--- config.mk ---
export PLATFORM = sky130hd
export DESIGN_NAME = pomodoro_timer_ctrl
export DESIGN_NICKNAME = d
export VERILOG_FILES = /design/src/rtl/pomodoro_timer_ctrl.sv
export SDC_FILE = /design/constraint.sdc
export NUM_CORES = 1
export LEC_CHECK = 0
export ABC_AREA = 1
export CAP_MARGIN = 20
export CORE_UTILIZATION = 61
export DETAILED_ROUTE_END_ITERATION = 6
export PLACE_DENSITY = 0.9
export SYNTH_ARGS = -nofsm -noshare
export SYNTH_HDL_FRONTEND = slang
export SYNTH_SLANG_ARGS = --single-unit
export TNS_END_PERCENT = 10
--- constraint.sdc ---
create_clock -name clk -period 2.7 [get_ports clk]
set_input_delay 0.405 -clock clk [delete_from_list [all_inputs] [get_ports clk]]
set_output_delay 0.405 -clock clk [all_outputs]
set_load 0.02 [all_outputs]
--- src/rtl/pomodoro_timer_ctrl.sv ---
// Pomodoro sequencer: BCD mm:ss countdown over a work / short / long schedule.
// Drives the four display digits, phase and completed-work count.
module pomodoro_timer_ctrl #(
  parameter int CLK_FREQ           = 50000000,
  parameter int WORK_MIN           = 25,
  parameter int SHORT_BREAK_MIN    = 5,
  parameter int LONG_BREAK_MIN     = 15,
  parameter int CYCLES_BEFORE_LONG = 4
) (
  input  logic       clk,
  input  logic       reset,
  input  logic       start_pause,
  input  logic       skip,
  output logic [3:0] min_tens,
  output logic [3:0] min_ones,
  output logic [3:0] sec_tens,
  output logic [3:0] sec_ones,
  output logic [1:0] phase,
  output logic       running,
  output logic [2:0] work_count,
  output logic       phase_done
);

  localparam int PW = (CLK_FREQ > 2) ? $clog2(CLK_FREQ) : 1;
  localparam logic [PW-1:0] PMAX = PW'(CLK_FREQ - 1);
  localparam logic [PW-1:0] PONE = PW'(1);
  localparam logic [3:0] WT = 4'(WORK_MIN / 10);
  localparam logic [3:0] WO = 4'(WORK_MIN % 10);
  localparam logic [3:0] ST = 4'(SHORT_BREAK_MIN / 10);
  localparam logic [3:0] SO = 4'(SHORT_BREAK_MIN % 10);
  localparam logic [3:0] LT = 4'(LONG_BREAK_MIN / 10);
  localparam logic [3:0] LO = 4'(LONG_BREAK_MIN % 10);
  localparam logic [2:0] NLONG = 3'(CYCLES_BEFORE_LONG);

  typedef enum logic [1:0] {
    WORK        = 2'd0,
    SHORT_BREAK = 2'd1,
    LONG_BREAK  = 2'd2
  } phase_e;

  phase_e        ph, ph_n;
  logic [PW-1:0] presc, presc_n;
  logic [3:0]    mt_n, mo_n, st_n, so_n;
  logic          run_n, done_n;
  logic [2:0]    wc_n;
  logic          tick, zero, end_ev;

  assign phase  = ph;
  assign tick   = running && (presc == PMAX);
  assign zero   = (min_tens == 4'd0) && (min_ones == 4'd0) &&
                  (sec_tens == 4'd0) && (sec_ones == 4'd0);
  assign end_ev = skip || (tick && zero);

  always_ff @(posedge clk) begin
    if (reset) begin
      ph         <= WORK;
      presc      <= '0;
      running    <= 1'b0;
      work_count <= 3'd0;
      phase_done <= 1'b0;
      min_tens   <= WT;
      min_ones   <= WO;
      sec_tens   <= 4'd0;
      sec_ones   <= 4'd0;
    end else begin
      ph         <= ph_n;
      presc      <= presc_n;
      running    <= run_n;
      work_count <= wc_n;
      phase_done <= done_n;
      min_tens   <= mt_n;
      min_ones   <= mo_n;
      sec_tens   <= st_n;
      sec_ones   <= so_n;
    end
  end

  always_comb begin
    ph_n    = ph;
    presc_n = presc;
    run_n   = running;
    wc_n    = work_count;
    done_n  = 1'b0;
    mt_n    = min_tens;
    mo_n    = min_ones;
    st_n    = sec_tens;
    so_n    = sec_ones;
    if (end_ev) begin
      presc_n = '0;
      run_n   = 1'b0;
      done_n  = 1'b1;
      st_n    = 4'd0;
      so_n    = 4'd0;
      unique case (ph)
        WORK: begin
          if (work_count + 3'd1 == NLONG) begin
            ph_n = LONG_BREAK;
            wc_n = 3'd0;
            mt_n = LT;
            mo_n = LO;
          end else begin
            ph_n = SHORT_BREAK;
            wc_n = work_count + 3'd1;
            mt_n = ST;
            mo_n = SO;
          end
        end
        default: begin
          ph_n = WORK;
          mt_n = WT;
          mo_n = WO;
        end
      endcase
    end else begin
      if (start_pause) run_n = !running;
      if (running) presc_n = tick ? '0 : presc + PONE;
      // borrow chain; zero is excluded above so min_tens is nonzero on full borrow
      if (tick) begin
        if (sec_ones != 4'd0) begin
          so_n = sec_ones - 4'd1;
        end else begin
          so_n = 4'd9;
          if (sec_tens != 4'd0) begin
            st_n = sec_tens - 4'd1;
          end else begin
            st_n = 4'd5;
            if (min_ones != 4'd0) begin
              mo_n = min_ones - 4'd1;
            end else begin
              mo_n = 4'd9;
              mt_n = min_tens - 4'd1;
            end
          end
        end
      end
    end
  end

endmodule

==> impl_results.md <==
* Status: finished clean
* Largest fanout on the critical path at 9
* Initial antenna violation count at 0
* Largest family of logic cells by synthesized area: simple AND/OR/NAND/NOR gates
* Post-synthesis compound-gate area fraction at under 10%
* Vias per cell at 5.442
* EDFF count, synth at 0
* Final-report hold violation count at 0
* Crit path launch type: flip-flop
* Peak VDD IR at about 0.38 mV
* Die width at between 60 and 70 µm
* Worst Hold Class: reg2reg
* Placed cell areas at slightly above 0.003 mm²
* First-pass GRT wire length at 9825 µm
* Via count at 2536
* Xor/xnor share of the synthesized area at roughly 4.2%
* Largest net degree at the start of global routing at 18
* Synth Flop Type: dfxtp_1
* Worst Path Required at between 2 and 2.5 ns
* Netlist Area Pre-Place at 0.002720 mm²
* Syn Nets at just under 400
* CTS Hold Bufs at 0
* Die Ht at just under 70 µm
* Setup TNS at 0 ns
* Commonest non-fill, non-tap cell in the layout: nand2_1
* Skew-Pair Late Insertion Delay at around 0.32 ns
* Slew HR at roughly three quarters
* Post-detail-place hpwl at about 4800 µm
* Syn. warnings at 0
* Ports at 27
* Port Buffer Count at 26
* Max clock buf depth at 2
* Number of synthesized register bits at a little under 50
* Post-route DRC at 0
* DR WL/cell at about 13 µm
* CTS resizes at 0
* Clock power share at 39.2%
* Leak pwr at about 1.3 nW
* Vias in the first global route at around 2300
* Mux cell area share after synthesis at 0%
* DRT Wirelength at ~6300 µm
* Clock root buffer master: clkbuf_8
* Fin area at about 0.0031 mm²
* Area growth syn-to-layout at 15.41%
* CTS sink count at 49
* Sequential power share at between 50% and 60%
* Starting Density at 65.64%
* Total CTS buffers at 5
* Post-layout min period at about 2.1 ns
* Initial DRC count at 201
* Clk_skew at around 0.016 ns
* Max frequency at around 480 MHz
* Fill count at roughly 330
* Max-slew violation count at 0
* TritonRoute pass-1 iters at 4
* Synth Area in Adders at under 10%
* Unique cell type count in the Yosys netlist at 37
* Critical path data arrival time at 1.69 ns
* Area share of and/or/nand/nor cells after synthesis at about 42%
* Final period util at 77.50%
* Cell Int Power at approximately 0.0011 W
* GR Util All Layers at ~28%
* Reg clk slew, reported paths at ~0.090 ns
* Fraction of registers with async set/reset at 0%
* GPL Wtd Cong at 0.9137
* Cell row count at 23
* # nets final at ~420
* Post-Syn Instances at ~390
* Worst setup path class: reg2out
* Floorplan Core Area at 0.004144 mm²
* Die area at between 0.004 and 0.005 mm²
* Post-DRT Antenna Nets at 0
* Pwr Density at approximately 440 mW/mm²
* Maxcap violations at 0
* Most frequent cells in the layout: 79 x nand2_1, 57 x nor2_1, 49 x dfxtp_1
* Worst setup EP type: primary output
* Antenna cells at 0
* Setup violators final at 0
* Worst-margin pin slew at 0.3584 ns
* H-tree lvl count at 2
* Layout cell share with drive strength beyond 1 at between 10 and 15%
* Seq/Total Area, Yosys at a little over a third
* RSZ-0062 raised after global routing: false
* Combinational share of power at 7.5%
* Sw Ratio at about a quarter
* Avg Cell Area, Syn at 7.065 µm²
* GR Overflow Total at 0
* Post-CTS Setup Repair Bufs at 0
* Sw power at 0.0003356 W
* CTS tree: built
## through the flow
step	hold WS, ns	utilization, %	instances	power (W)	worst slack, ns
6_report	0.4947	75.75	466	0.001393	0.6075
4_1_cts	0.4979	75.75	466	0.001397	0.6132
3_5_place_dp	0.4739	72.95	458	0.0008622	0.7178
5_1_grt	0.5249	75.75	466	0.001436	0.5603
2_1_floorplan	0.4434	-	385	0.0008235	1.140
3_3_place_gp	0.4616	72.95	458	0.0008600	0.7818
## path summary, 6_finish.rpt
kind                          from                      to  slack, ns  cells past startpoint
max           running$_SDFFE_PP0P_                 running       0.61                      2
max reg2reg   running$_SDFFE_PP0P_  presc[20]$_SDFFE_PP0P_       0.78                      9
min reg2reg  phase[0]$_SDFFE_PP0P_   phase[0]$_SDFFE_PP0P_       0.49                      2
min          phase[0]$_SDFFE_PP0P_   phase[0]$_SDFFE_PP0P_       0.49                      2
## routing by layer
metal	GRT usage (%)	wire (µm)	vias up
li1	-	-	1286
met1	36.18	2791	1145
met2	46.69	2958	86
met3	4.770	339	19
met4	12.50	171	0
met5	0	0	-
## power by group through the flow
stage	sequential (W)	clock, W	combinational [W]
3_3_place_gp	0.000759	0	0.000101
4_1_cts	0.000742	0.000550	0.000104
6_report	0.000742	0.000546	0.000104
2_1_floorplan	0.000769	0	0.0000549
3_5_place_dp	0.000759	0	0.000103
5_1_grt	0.000745	0.000578	0.000113
## cell families (layout without fill, tap and decap cells)
kind of cell	after synthesis	in the layout
adders and majority gates	5	5
AOI/OAI and AO/OA	36	36
DFF	49	49
and+or+nand+nor	225	225
xor gates and xnor gates	13	13
buffers and inverters	57	88
## registers in the layout (all words and copies together), names as in the netlist
signal      cells
min_ones        4
min_tens        4
phase           2
phase_done      1
presc          26
running         1
sec_ones        4
sec_tens        4
work_count      3
## synthesized netlist by cell type, types with 2 or more instances
library cell	instances	area share, %
nand4_1	15	3.4
xnor2_1	5	1.6
nor2_4	2	0.83
nor2_8	2	1.5
ha_1	5	2.3
nor3_2	2	0.74
inv_2	14	1.9
o21ai_0	7	1.3
nor2_1	57	7.9
inv_1	36	5.0
nand2_2	10	2.3
nor2_2	13	3.0
nand3_2	2	0.74
nand2_1	79	11
and3_1	2	0.46
nor3b_1	2	0.55
o21ai_1	4	0.74
xor2_1	8	2.6
a21oi_1	19	3.5
clkinv_1	3	0.41
nand3_1	22	4.0
dfxtp_1	49	36
nand3b_1	4	1.1
buf_4	3	0.83
nor3_1	8	1.5
## layout make-up
| class | instances | area [µm²] | area share [%] |
|---|---|---|---|
| multi-input cells | 279 | 1513 | 48.19 |
| flip-flops and latches | 49 | 980.9 | 31.25 |
| repair buffers | 27 | 267.8 | 8.529 |
| inverters | 53 | 198.9 | 6.337 |
| clock buffers | 5 | 68.82 | 2.192 |
| well taps | 50 | 62.56 | 1.993 |
| clock inverters | 3 | 47.55 | 1.515 |
## worst max-delay path, cell delays in order (launching register included)
cell and delay (ns):
dfxtp_1 0.54, buf_4 0.22, clkdlybuf4s50_1 0.61
Power figures use the tool's default switching activity.
